==> src/rtl/hazard_ctrl.sv <==
// -----------------------------------------------------------------------------
// hazard_ctrl
//
// Pipeline hazard controller for a classic five-stage in-order core. It
// arbitrates, once per cycle, between three events in fixed priority:
//   1. mem_busy : data memory not ready -> freeze every stage register
//   2. redirect : taken branch/jump from EX -> redirect PC, squash IF/ID, ID/EX
//   3. load-use : ID reads the register a load in EX is still producing
//                 -> hold PC and IF/ID for one cycle, bubble into ID/EX
//
// A branch that resolves while memory is busy cannot redirect during the
// freeze. Its target is captured and replayed exactly once, in the REDIR state,
// after the freeze ends.
//
// Optional feature (macro HAZARD_PERF_EN):
//   defined   : stall_cycles counts cycles with pc_en=0 and flush_count counts
//               cycles with pc_redirect=1. Both counters saturate at all-ones.
//   undefined : both counter ports are tied to zero and no counter flops exist.
//
// Ports
//   clk                    clock, rising edge
//   rstn                   asynchronous active-low reset
//   ex_flush, ex_target    taken-branch flag and redirect PC from EX
//   id_rs1, id_rs2         source register indices of the instruction in ID
//   id_use_rs1, id_use_rs2 ID instruction actually reads rs1 / rs2
//   ex_rd, ex_memread      destination register of EX; EX holds a load
//   mem_busy               data memory stall request
//   pc_en, ifid_en,
//   idex_en, exmem_en      stage register write enables
//   ifid_clr, idex_clr     synchronous bubble insert
//   pc_redirect, pc_target PC mux select and redirect address
//   stall_cycles,
//   flush_count            performance counters
// -----------------------------------------------------------------------------
module hazard_ctrl #(
    parameter int PC_W = 32
) (
    input  logic            clk,
    input  logic            rstn,
    input  logic            ex_flush,
    input  logic [PC_W-1:0] ex_target,
    input  logic [4:0]      id_rs1,
    input  logic [4:0]      id_rs2,
    input  logic            id_use_rs1,
    input  logic            id_use_rs2,
    input  logic [4:0]      ex_rd,
    input  logic            ex_memread,
    input  logic            mem_busy,
    output logic            pc_en,
    output logic            ifid_en,
    output logic            idex_en,
    output logic            exmem_en,
    output logic            ifid_clr,
    output logic            idex_clr,
    output logic            pc_redirect,
    output logic [PC_W-1:0] pc_target,
    output logic [31:0]     stall_cycles,
    output logic [31:0]     flush_count
);

    typedef enum logic [1:0] {
        RUN,
        LDSTALL,
        WAIT,
        REDIR
    } state_t;

    state_t          state_reg, state_next;
    logic            pend_valid_reg, pend_valid_next;
    logic [PC_W-1:0] pend_target_reg, pend_target_next;
    logic            load_use;

    // x0 is hardwired to zero, so a load targeting it never creates a hazard.
    assign load_use = ex_memread && (ex_rd != 5'd0) &&
                      ((id_use_rs1 && (id_rs1 == ex_rd)) ||
                       (id_use_rs2 && (id_rs2 == ex_rd)));

    always_ff @(posedge clk or negedge rstn) begin
        if (!rstn) begin
            state_reg       <= RUN;
            pend_valid_reg  <= 1'b0;
            pend_target_reg <= '0;
        end else begin
            state_reg       <= state_next;
            pend_valid_reg  <= pend_valid_next;
            pend_target_reg <= pend_target_next;
        end
    end

    always_comb begin
        state_next       = state_reg;
        pend_valid_next  = pend_valid_reg;
        pend_target_next = pend_target_reg;
        pc_en            = 1'b1;
        ifid_en          = 1'b1;
        idex_en          = 1'b1;
        exmem_en         = 1'b1;
        ifid_clr         = 1'b0;
        idex_clr         = 1'b0;
        pc_redirect      = 1'b0;
        pc_target        = ex_target;

        case (state_reg)
            RUN, LDSTALL: begin
                if (mem_busy) begin
                    // Freeze; remember any branch resolving this cycle so it
                    // can be replayed once memory is ready again.
                    pc_en            = 1'b0;
                    ifid_en          = 1'b0;
                    idex_en          = 1'b0;
                    exmem_en         = 1'b0;
                    pend_valid_next  = ex_flush;
                    pend_target_next = ex_target;
                    state_next       = WAIT;
                end else if (ex_flush) begin
                    // The redirect squashes ID anyway, so a concurrent
                    // load-use hazard needs no stall.
                    pc_redirect = 1'b1;
                    ifid_clr    = 1'b1;
                    idex_clr    = 1'b1;
                    state_next  = RUN;
                end else if ((state_reg == RUN) && load_use) begin
                    // In LDSTALL the load has moved on to MEM, so the same
                    // ID instruction must not be stalled a second time.
                    pc_en      = 1'b0;
                    ifid_en    = 1'b0;
                    idex_clr   = 1'b1;
                    state_next = LDSTALL;
                end else begin
                    state_next = RUN;
                end
            end

            WAIT: begin
                // The exit cycle stays frozen too; the replay happens in REDIR.
                pc_en    = 1'b0;
                ifid_en  = 1'b0;
                idex_en  = 1'b0;
                exmem_en = 1'b0;
                if (!mem_busy) begin
                    state_next = pend_valid_reg ? REDIR : RUN;
                end
            end

            REDIR: begin
                if (mem_busy) begin
                    pc_en    = 1'b0;
                    ifid_en  = 1'b0;
                    idex_en  = 1'b0;
                    exmem_en = 1'b0;
                end else begin
                    pc_redirect     = 1'b1;
                    pc_target       = pend_target_reg;
                    ifid_clr        = 1'b1;
                    idex_clr        = 1'b1;
                    pend_valid_next = 1'b0;
                    state_next      = RUN;
                end
            end

            default: begin
                state_next = RUN;
            end
        endcase

        // Everything quiet while reset is held, independent of the clock.
        if (!rstn) begin
            pc_en       = 1'b0;
            ifid_en     = 1'b0;
            idex_en     = 1'b0;
            exmem_en    = 1'b0;
            ifid_clr    = 1'b0;
            idex_clr    = 1'b0;
            pc_redirect = 1'b0;
            pc_target   = '0;
        end
    end

`ifdef HAZARD_PERF_EN
    logic [31:0] stall_cnt_reg;
    logic [31:0] flush_cnt_reg;

    always_ff @(posedge clk or negedge rstn) begin
        if (!rstn) begin
            stall_cnt_reg <= '0;
            flush_cnt_reg <= '0;
        end else begin
            if (!pc_en && (stall_cnt_reg != 32'hFFFF_FFFF)) begin
                stall_cnt_reg <= stall_cnt_reg + 32'd1;
            end
            if (pc_redirect && (flush_cnt_reg != 32'hFFFF_FFFF)) begin
                flush_cnt_reg <= flush_cnt_reg + 32'd1;
            end
        end
    end

    assign stall_cycles = stall_cnt_reg;
    assign flush_count  = flush_cnt_reg;
`else
    assign stall_cycles = 32'd0;
    assign flush_count  = 32'd0;
`endif

endmodule

==> config.mk <==
export PLATFORM = sky130hd
export DESIGN_NAME = hazard_ctrl
export DESIGN_NICKNAME = d
export VERILOG_FILES = /design/src/rtl/hazard_ctrl.sv
export SDC_FILE = /design/constraint.sdc
export NUM_CORES = 1
export LEC_CHECK = 0
export ABC_CLOCK_PERIOD_IN_PS = 1850
export CORE_MARGIN = 3
export CORE_UTILIZATION = 39
export CTS_BUF_LIST = sky130_fd_sc_hd__clkbuf_8
export DETAILED_ROUTE_END_ITERATION = 7
export MAX_ROUTING_LAYER = met4
export PLACE_DENSITY_LB_ADDON = 0.08
export RECOVER_POWER = 100
export SETUP_SLACK_MARGIN = 0.05
export SLEW_MARGIN = 20
export SYNTH_ARGS = -nofsm -noshare
export SYNTH_HDL_FRONTEND = slang
export SYNTH_SLANG_ARGS = --single-unit
==> constraint.sdc <==
create_clock -name clk -period 1.85 [get_ports clk]
set_input_delay 0.37 -clock clk [delete_from_list [all_inputs] [get_ports clk]]
set_output_delay 0.37 -clock clk [all_outputs]
set_load 0.1 [all_outputs]
* Word-level counts from Yosys, hierarchy flattened *
Cells that the tools add are included.

cells by class
  equal/unequal tests = 8
  multiplexer cells = 30
  reduce and logical (&&, ||, !) cells = 13

operator list
  operator            count
  $mux 32             3
  $mux 1              17
  $eq 5x5->1          2
  $mux 2              4
  $pmux 1 s2          4
  $ne 2x2->1 const B  3
  $pmux 2 s3          1
  $logic_and 1x1->1   5
  $reduce_bool 5->1   1
  $eq 2x2->1 const B  2
  $pmux 1 s3          1
  $reduce_and 3->1    1
  $reduce_or 3->1     1
  $eq 2x1->1 const B  1
  $logic_not 2->1     1
  $reduce_and 2->1    1
  $reduce_bool 2->1   1
  $reduce_or 2->1     1
  $logic_or 1x1->1    1

storage, ports and cells
  register bits = 35
  output and inout port bits = 103
  logic and storage cells = 54

* Longest topological paths before layout *
Gate-level depths: netlist of run 1.

  depth in word-level cells = 10
  mapped depth = 6
  depth with buffers taken out = 4

* Least setup slack after synthesis of run 1 *
OpenSTA, ideal clock, no wires.

  path kind = reg2out
  from = register state_reg[1]
  to = output idex_clr
  arrival = 4.297 ns
  path slack = -2.817 ns
  stages on the path, launching flop included = 5
  cells stage by stage = dfrtp_1 -> nor2b_1 -> nor3b_2 -> inv_1 -> o31ai_1

between the ends
  longest elaborated chain between the ends = 7
  elaborated cells between the ends (all ways) = 10
  classes of those cells = eq/ne (2); mux (5); reduce/logical (3)

ends and longest elaborated chain
  element                 RTL line  RTL
  start, declared         68        state_t state_reg, state_next;
  start signal, assigned  84        state_reg <= state_next;
  $logic_not 2->1         103, 122
  $logic_and 1x1->1       122       end else if ((state_reg == RUN) && load_use) begin
  $mux 1                  122
  $mux 1                  115       end else if (ex_flush) begin
  $mux 1                  105       if (mem_busy) begin
  $pmux 1 s2 *            103       case (state_reg)
  $mux 1 *                167       if (!rstn) begin
  end, declared           54        output logic idex_clr,

Every way passes the cells marked *; elsewhere a longest branch is shown, timed or not.

* Worst setup path after layout of run 1 *
  from = input id_rs2[1]
  to = output pc_en

between the ends
  longest elaborated chain between the ends = 10

ends and longest elaborated chain
  element            RTL line  RTL
  start, declared    43        input logic [4:0] id_rs2,
  $eq 5x5->1         76        (id_use_rs2 && (id_rs2 == ex_rd)));
  $logic_and 1x1->1  76
  $logic_or 1x1->1   75        ((id_use_rs1 && (id_rs1 == ex_rd)) ||
  $logic_and 1x1->1  74        assign load_use = ex_memread && (ex_rd != 5'd0) &&
  $logic_and 1x1->1  122
  $mux 1             122
  $mux 1             115
  $mux 1             105
  $pmux 1 s3         103
  $mux 1             167
  end, declared      49        output logic pc_en,

Every way passes these cells.

==> results of run 1 <==
## power groups by stage
| stage | combinational (W) | clock (W) | sequential, W |
|---|---|---|---|
| 2_1_floorplan | 0.00183 | 0 | 0.00111 |
| 3_3_place_gp | 0.00228 | 0 | 0.00113 |
| 3_5_place_dp | 0.00230 | 0 | 0.00114 |
| 4_1_cts | 0.00233 | 0.000561 | 0.00113 |
| 5_1_grt | 0.00242 | 0.000593 | 0.00116 |
| 6_report | 0.00232 | 0.000536 | 0.00113 |
## metrics by stage
stage	worst slack (ps)	utilization, %
final	-222	69.1
after global routing	-292	69.1
after CTS	-225	68.8
after detailed placement	-688	66.8
after global placement	-640	66.8
after floorplan	-1020	-
## cells by family (layout without fill, tap and decap cells)
| group | count (synthesis) | count (layout) |
|---|---|---|
| and+or+nand+nor | 78 | 78 |
| xor gates and xnor gates | 10 | 10 |
| other | 1 | 64 |
| DFF | 35 | 35 |
| muxes | 32 | 32 |
| AOI/OAI and AO/OA | 42 | 42 |
| buffers and inverters | 86 | 129 |
## routing by layer
metal	GRT usage, %	wire (µm)	up-vias
met4	3.35	37	0
met1	20.6	2470	1027
li1	-	-	1001
met5	-	0	-
met2	27.3	3140	93
met3	5.01	560	4
## cell type report
| type | instances | area, µm² |
|---|---|---|
| sequential | 35 | 877 |
| timing repair buffer | 117 | 1510 |
| multi-input combinational | 226 | 1810 |
| fill | 496 | 1980 |
| clock buffer | 5 | 68.8 |
| clock inverter | 3 | 16.3 |
| tap | 77 | 96.3 |
| inverter | 4 | 28.8 |
## how the worst max path moves through the flow
stage                       startpoint  endpoint  slack [ps]  depth (start not counted)
after floorplan           state_reg[1]  idex_clr       -1020                          4
after global placement        ex_rd[3]     pc_en        -640                          6
after detailed placement      ex_rd[3]     pc_en        -690                          6
after CTS                    id_rs2[1]     pc_en        -220                          6
after global routing      state_reg[1]  ifid_clr        -290                          5
final                        id_rs2[1]     pc_en        -220                          6
## repair_timing
item / 4_1_cts / 5_1_grt
gates resized for setup: 55 / 10
pin swaps: 11 / 0
endpoints found under the setup margin: 40 / 39
setup buffers: 3 / 2
## critical path, stage by stage
cell,delay (ps)
buf_6,100
xor2_2,170
nor4_2,330
a32oi_2,220
o31a_4,340
buf_12,170
## synthesized netlist by cell type (2+ instances only)
library cell  instances  area (µm²)
a21boi_0              2        15.0
xor2_1                8        70.1
clkbuf_1              4        15.0
a21boi_1             30         225
dfrtp_1              35         876
nor2b_1               2        12.5
buf_2                 8        40.0
buf_4                67         503
nor2_1                2        7.51
xnor2_1               2        17.5
mux2_2               32         360
o21ai_0               2        10.0
buf_6                 3        33.8
inv_1                 4        15.0
nand2_1              67         251
## cell usage in the layout (no fill, tap or decap), drive strengths merged
cell type,instances
a21boi,32
a21o,1
a21oi,1
a221oi,1
a32oi,1
and2,1
buf,67
bufinv,1
clkbuf,10
clkdlybuf4s15,4
clkdlybuf4s50,37
clkinv,1
clkinvlp,1
conb,64
dfrtp,35
dlygate4sd2,4
inv,4
mux2,32
nand2,67
nand2b,1
nor2,2
nor2b,2
nor3b,1
nor4,2
o211ai,1
o21ai,2
o31a,1
o31ai,1
o41ai,1
or2,1
or4,1
xnor2,2
xor2,8
==> flow_summary.json, run 1 <==
{
  "vdd.ir_drop.worst_uv": 565,
  "synth_edf_count": 0,
  "largest_reg_flops": 32,
  "synth_compound_area_share_pct": 12.6,
  "worstSetupPathType": "primary input to primary output",
  "synthArstFlopShare_pct": 100,
  "fin_hold_ws_ps": 217,
  "r2r_cells": 5,
  "ys_warn_count": 0,
  "detail_route.vias_per_cell": 4.55,
  "detail-route-antenna-nets": 0,
  "die_w_um": 87.5,
  "pwr-share-comb_pct": 58.1,
  "slew_headroom_pct": 65.7,
  "synthCells": 284,
  "portBuffers": 92,
  "cp-start-kind": "primary input",
  "cp.arrival_ps": 1700,
  "cp.required_ps": 1480,
  "hold_buffers": 0,
  "synthMuxAreaShare_pct": 13.9,
  "clkLatencyLatePin_ps": 280,
  "total_power_w": 0.00399,
  "hold_viol_final": 0,
  "gp_congestion": 0.731,
  "drive_gt1_share_pct": 42.1,
  "dieArea_um2": 7650,
  "synthXorXnorAreaFrac_pct": 3.38,
  "cts_buffers": 5,
  "hpwl_mm": 4.75,
  "holdCritPathClass": "primary input to asynchronous set/reset pin",
  "cellPowerDensity_nw_per_um2": 905,
  "switching_share_pct": 48.4,
  "rsz0062_at_grt": "true",
  "diodes": 0,
  "rr_endpoint": "pend_target_reg[26]",
  "fp.dieH_um": 87.5,
  "grt.total_usage_pct": 16.7,
  "overflow": 0,
  "p_leak_nw": 2.01,
  "layout.nets": 443,
  "vias": 2125,
  "ioPinCount": 157,
  "reg2reg_slack_ps": 90,
  "reg2reg_from": "state_reg[1]",
  "num_rows": 29,
  "syn_avg_cell_area_um2": 9.12,
  "drtIter0Drc": 78,
  "drc_errors": 0,
  "setup_tns_ps": -5590,
  "synth.distinct_cells": 31,
  "dr.pass1.iters": 4,
  "htreeDepth": 2,
  "worst_slew_pin_slew_ps": 515,
  "fin_cells": 467,
  "clkPwrFrac_pct": 13.4,
  "synthAdderAreaFrac_pct": 0,
  "intPower_w": 0.00206,
  "seq_area_frac_synth_pct": 33.8,
  "antenna_found_initial": 0,
  "max_freq_mhz": 483,
  "p_seq_share_pct": 28.4,
  "synthSimpleGateAreaFrac_pct": 12.7,
  "dp.cells": 455,
  "grt_max_degree": 63,
  "area_delta_synth_final_pct": 70.4,
  "crit_path_end_kind": "primary output",
  "crit_fanout": 3,
  "maxCapViolations": 0,
  "ys_ff_latch": 35,
  "cts_root_buf": "clkbuf_8",
  "outcome": "complete, but fails checks",
  "syn_area_um2": 2590,
  "switchingPower_w": 0.00193,
  "cts.sinks": 35,
  "fin_skew_ps": 6.11,
  "grt_pass1_wl_mm": 9.98,
  "final.min_clock_period_ps": 2070,
  "core_area_um2": 6390,
  "path_clk_slew_ps": 70,
  "synth_ff_type": "dfrtp_1",
  "finalMaxSlewViolations": 0,
  "routed_wl_mm": 6.21,
  "synth_top_family_by_area": "buffers and inverters",
  "violations": "setup timing",
  "post_dp_cell_area_um2": 4270,
  "post_drt_wl_per_cell_um": 13.3,
  "finalWorstSetupSlack_ps": -222,
  "grt_pass1_vias": 2108,
  "initial_core_util_pct": 40.5,
  "tritoncts": "done",
  "finalSetupViolCount": 39,
  "clock_path_buffers": 2,
  "final_cell_area_um2": 4410,
  "final.period_utilization_pct": 112
}
Note: power is estimated with default switching activity, not from simulation.
==> inputs of run 2 (changes only) <==
--- a/config.mk
+++ b/config.mk
@@ -13,6 +13,7 @@
 export MAX_ROUTING_LAYER = met4
 export PLACE_DENSITY_LB_ADDON = 0.08
 export RECOVER_POWER = 100
+export REMOVE_ABC_BUFFERS = 1
 export SETUP_SLACK_MARGIN = 0.05
 export SLEW_MARGIN = 20
 export SYNTH_ARGS = -nofsm -noshare
==> run 2 against run 1 <==
The flow still finishes with violations (setup timing); critical path depth stayed put; wire length is 6.3% higher; sequential share of layout area is 0.81 points higher; combinational power is 2% lower; critical endpoint is now ifid_en.
==> flow_summary.json, run 2 (same netlist as run 1, synthesis figures left out) <==
{
  "switchingPower_w": 0.00190,
  "dr.pass1.iters": 4,
  "drive_gt1_share_pct": 42.3,
  "tritoncts": "done",
  "switching_share_pct": 48.4,
  "detail_route.vias_per_cell": 4.57,
  "clkLatencyLatePin_ps": 280,
  "gp_congestion": 0.692,
  "post_drt_wl_per_cell_um": 13.9,
  "final.min_clock_period_ps": 2100,
  "largest_reg_flops": 32,
  "rr_endpoint": "state_reg[0]",
  "vias": 2165,
  "final_cell_mix": "conb_1 (64), nand2_1 (61), buf_12 (43)",
  "grt_pass1_wl_mm": 9.78,
  "p_leak_nw": 1.94,
  "vdd.ir_drop.worst_uv": 560,
  "layout.nets": 450,
  "diodes": 0,
  "die_w_um": 87.5,
  "initial_core_util_pct": 40.5,
  "dieArea_um2": 7650,
  "finalMaxSlewViolations": 0,
  "crit_path_end_kind": "primary output",
  "routed_wl_mm": 6.60,
  "area_delta_synth_final_pct": 63.5,
  "hold_buffers": 0,
  "fp.dieH_um": 87.5,
  "r2r_cells": 7,
  "grt_max_degree": 37,
  "reg2reg_slack_ps": 360,
  "crit_path_start": "id_rs2[4]",
  "reg2reg_from": "state_reg[1]",
  "worst_slew_pin_slew_ps": 603,
  "cts_root_buf": "clkbuf_8",
  "drc_errors": 0,
  "crit_path_max_incr_delay_ps": 350,
  "violations": "setup timing",
  "rsz0062_at_grt": "true",
  "worst_path_max_delay_cell": "o31a_1",
  "cp.arrival_ps": 1730,
  "detail-route-antenna-nets": 0,
  "cp_cell_sequence": "clkdlybuf4s15_1, xor2_1, nor4_2, a32oi_2, o31a_1, buf_12",
  "core_area_um2": 6390,
  "cts.sinks": 35,
  "slew_headroom_pct": 59.8,
  "p_seq_share_pct": 28.9,
  "hpwl_mm": 4.60,
  "crit_fanout": 3,
  "grt_pass1_vias": 2080,
  "antenna_found_initial": 0,
  "portBuffers": 92,
  "ioPinCount": 157,
  "drtIter0Drc": 62,
  "finalSetupViolCount": 39,
  "final_core_util_pct": 66.3,
  "clock_path_buffers": 2,
  "fin_hold_ws_ps": 189,
  "cp-start-kind": "primary input",
  "num_rows": 29,
  "max_freq_mhz": 476,
  "total_power_w": 0.00393,
  "n_fill_cell": 508,
  "overflow": 0,
  "intPower_w": 0.00203,
  "holdCritPathClass": "primary input to asynchronous set/reset pin",
  "outcome": "complete, but fails checks",
  "hold_viol_final": 0,
  "cellPowerDensity_nw_per_um2": 927,
  "finalWorstSetupSlack_ps": -250,
  "pwr-share-comb_pct": 57.8,
  "path_clk_slew_ps": 70,
  "fin_skew_ps": 4.86,
  "htreeDepth": 2,
  "final.period_utilization_pct": 114,
  "cts_buffers": 5,
  "grt.total_usage_pct": 16.8,
  "cp.required_ps": 1480,
  "clkPwrFrac_pct": 13.3,
  "maxCapViolations": 0,
  "worstSetupPathType": "primary input to primary output",
  "layout_commonest_cell": "conb_1"
}
==> run 2: metrics by stage <==
| stage | std cells | worst slack, ps | area, µm² | setup TNS (ps) |
|---|---|---|---|---|
| after floorplan | 265 | -3930 | 2230 | -90350 |
| after global placement | 457 | -577 | 3840 | -19320 |
| after detailed placement | 457 | -614 | 3840 | -19640 |
| after CTS | 470 | -246 | 4090 | -6120 |
| after global routing | 474 | -336 | 4230 | -10540 |
| final | 474 | -250 | 4230 | -6380 |
==> run 2: layout make-up <==
| cell class | instances | area, µm² | share of cell area (%) |
|---|---|---|---|
| timing repair buffer | 124 | 1590 | 37.6 |
| tap | 77 | 96.3 | 2.28 |
| sequential | 35 | 876 | 20.7 |
| inverter | 4 | 15.0 | 0.355 |
| multi-input combinational | 226 | 1570 | 37.2 |
| clock buffer | 5 | 68.8 | 1.63 |
| clock inverter | 3 | 12.5 | 0.296 |
==> run 2: worst max-delay path by stage <==
stage | endpoint | slack (ps) | cells after the start
6_report | ifid_en | -250 | 6
5_1_grt | idex_clr | -340 | 6
4_1_cts | ifid_en | -250 | 5
3_5_place_dp | ifid_en | -610 | 5
3_3_place_gp | pc_en | -580 | 5
2_1_floorplan | idex_clr | -3930 | 4
==> run 2: repair_timing <==
action,in CTS,in global routing
endpoints found under the setup margin,39,39
buffers inserted,5,3
cloned,0,3
hold endpoints to repair,0,0
pin swaps,17,9
gates resized for setup,89,27
==> run 2: critical path: cells and delay by family <==
family	cells	cell delay, ps
and+or+nand+nor	1	270
AOI/OAI and AO/OA	2	550
buffers and inverters	2	370
xor gates and xnor gates	1	170
==> run 2: layer usage <==
metal | global-route usage (%) | routed length, µm | part of all wire [%]
met4 | 5.30 | 129 | 2.0
met1 | 18.6 | 2510 | 38
met2 | 29.0 | 3380 | 51
met3 | 4.73 | 573 | 8.7
met5 | - | 0 | 0
==> run 2: power groups by stage <==
stage               logic [W]  registers (W)  clock network [W]
finish                0.00227        0.00114           0.000523
global placement      0.00211        0.00112                  0
floorplan             0.00152        0.00110                  0
CTS                   0.00220        0.00112           0.000544
global route          0.00236        0.00117           0.000588
detailed placement    0.00213        0.00113                  0
==> inputs of run 3 (changes only) <==
--- a/config.mk
+++ b/config.mk
@@ -11,11 +11,10 @@
 export CTS_BUF_LIST = sky130_fd_sc_hd__clkbuf_8
 export DETAILED_ROUTE_END_ITERATION = 7
 export MAX_ROUTING_LAYER = met4
-export PLACE_DENSITY_LB_ADDON = 0.08
+export PLACE_DENSITY = 0.89
 export RECOVER_POWER = 100
 export REMOVE_ABC_BUFFERS = 1
 export SETUP_SLACK_MARGIN = 0.05
-export SLEW_MARGIN = 20
 export SYNTH_ARGS = -nofsm -noshare
 export SYNTH_HDL_FRONTEND = slang
 export SYNTH_SLANG_ARGS = --single-unit
==> run 3 against run 2 <==
The flow still finishes with violations (setup timing); clock-buffer cell count is the same; sequential cell count is the same; sequential share of layout area shrank 2.5 points; wire length grew 27%; non-clock buffer count grew 5; clock skew grew 7.9 ps; final cell count grew 0.84%; critical path depth shrank 1.
==> flow_summary.json, run 3 (same netlist as run 1, synthesis figures left out) <==
{
  "outcome": "complete, but fails checks",
  "violations": "setup timing",
  "cts_buffers": 5,
  "core_area_um2": 6390,
  "num_rows": 29,
  "max_freq_mhz": 471,
  "seqCellArea_um2": 877,
  "total_power_w": 0.00438,
  "drtIter0Drc": 40,
  "grt_pass1_wl_mm": 12.5,
  "crit_buf_inv": 2,
  "layout_commonest_cell": "conb_1",
  "dieArea_um2": 7650,
  "initial_core_util_pct": 40.5,
  "fin_skew_ps": 12.7,
  "critPathTopFamily": "simple AND/OR/NAND/NOR gates",
  "vias": 2317,
  "holdCritPathClass": "primary input to asynchronous set/reset pin",
  "finalWorstSetupSlack_ps": -274,
  "rsz0062_at_grt": "true",
  "detail_route.vias_per_cell": 4.85,
  "post_dp_cell_area_um2": 3850,
  "cts.sinks": 35,
  "final.min_clock_period_ps": 2120,
  "hold_viol_final": 0,
  "drc_errors": 0,
  "final_cell_mix": "conb_1 (64), buf_12 (45), clkdlybuf4s50_1 (36)",
  "final.period_utilization_pct": 115,
  "fin_hold_ws_ps": 145,
  "final_cell_area_um2": 4830,
  "cp-start-kind": "primary input",
  "crit_path_max_incr_delay_ps": 530,
  "area_delta_synth_final_pct": 86.4,
  "finalMaxSlewViolations": 0,
  "cp.required_ps": 1480,
  "fin_cells": 478,
  "antenna_found_initial": 0,
  "htreeDepth": 2,
  "crit_fanout": 3,
  "setup_tns_ps": -8370,
  "maxCapViolations": 0,
  "fp.dieH_um": 87.5,
  "ioPinCount": 157,
  "worst_slew_pin_slew_ps": 777,
  "reg2reg_slack_ps": 280,
  "overflow": 0,
  "dr.pass1.iters": 4,
  "worstSetupPathType": "primary input to primary output",
  "detail-route-antenna-nets": 0,
  "die_w_um": 87.5,
  "finalSetupViolCount": 39,
  "grt_max_degree": 30,
  "crit_path_end_kind": "primary output",
  "clkLatencyLatePin_ps": 290,
  "portBuffers": 92,
  "layout.nets": 455,
  "grt_pass1_vias": 2432,
  "routed_wl_mm": 8.38,
  "cp.arrival_ps": 1750,
  "post_drt_wl_per_cell_um": 17.5,
  "path_clk_slew_ps": 70,
  "n_fill_cell": 402,
  "multi_input_area_um2": 2050,
  "tritoncts": "done",
  "cellPowerDensity_nw_per_um2": 907,
  "slew_headroom_pct": 48.2,
  "worst_path_max_delay_cell": "or4_4",
  "grt.total_usage_pct": 22.3,
  "largest_reg_flops": 32,
  "clock_path_buffers": 2,
  "dp.cells": 458,
  "vdd.ir_drop.worst_uv": 696,
  "cts_root_buf": "clkbuf_8",
  "diodes": 0,
  "cp_cell_sequence": "buf_8, or4_4, o211ai_2, o31a_1, buf_12",
  "gp_congestion": 0.787,
  "drive_gt1_share_pct": 57.6,
  "hpwl_mm": 5.28,
  "p_leak_nw": 2.27
}
## run 3: cell count changes in the layout (fill, tap and decap cells not counted), moves of 3 or more
cell	delta
a21boi_2	-18
nand2_1	-52
clkdlybuf4s15_1	-3
xor2_2	+6
clkbuf_1	+3
buf_4	-7
nand2_4	+26
xor2_1	-6
nand2_2	+26
a21boi_4	+20
buf_2	-3
clkbuf_2	+5
## run 3: path summary, 6_finish.rpt
check	startpoint	end	depth (start not counted)
worst max-delay path	ex_rd[2]	pc_en	5
worst min-delay path	rstn	pend_target_reg[30]	2
max in group asynchronous	rstn	state_reg[0]	3
min in group clk	pend_target_reg[13]	pend_target_reg[13]	1
worst min register to register	pend_target_reg[13]	pend_target_reg[13]	1
worst max register to register	state_reg[1]	pend_target_reg[29]	4
## run 3: timing repair
item	CTS	global route
setup buffers	8	3
pin swaps	75	44
resized for setup	179	64
cloned	6	0
hold buffers	0	0
setup endpoints to repair	39	39
## run 3: area by class of cell
type,instances,area share [%]
Clock buffer,5,1.43
Clock inverter,2,0.700
Inverter,4,0.311
Multi-Input combinational cell,226,42.6
Sequential cell,35,18.2
Tap cell,77,2.00
Timing Repair Buffer,129,34.8
## run 3: stage by stage
stage          worst slack, ps  utilization, %
2_1_floorplan            -3930               -
3_3_place_gp              -569            60.3
3_5_place_dp              -645            60.3
4_1_cts                   -309            72.7
5_1_grt                   -331            75.6
6_report                  -274            75.6
## run 3: metal layers
layer  share of wire (%)  track usage [%]  up-vias
met3                 6.7             3.97       26
met2                  57             41.7      117
met5                   0                -        -
met4                 3.4             7.53        0
li1                    -                -     1029
met1                  33             23.3     1145
## run 3: where the power goes
part           internal (W)  switching (W)
combinational      0.000856        0.00162
clock              0.000389       0.000270
sequential          0.00100       0.000240
total               0.00225        0.00213
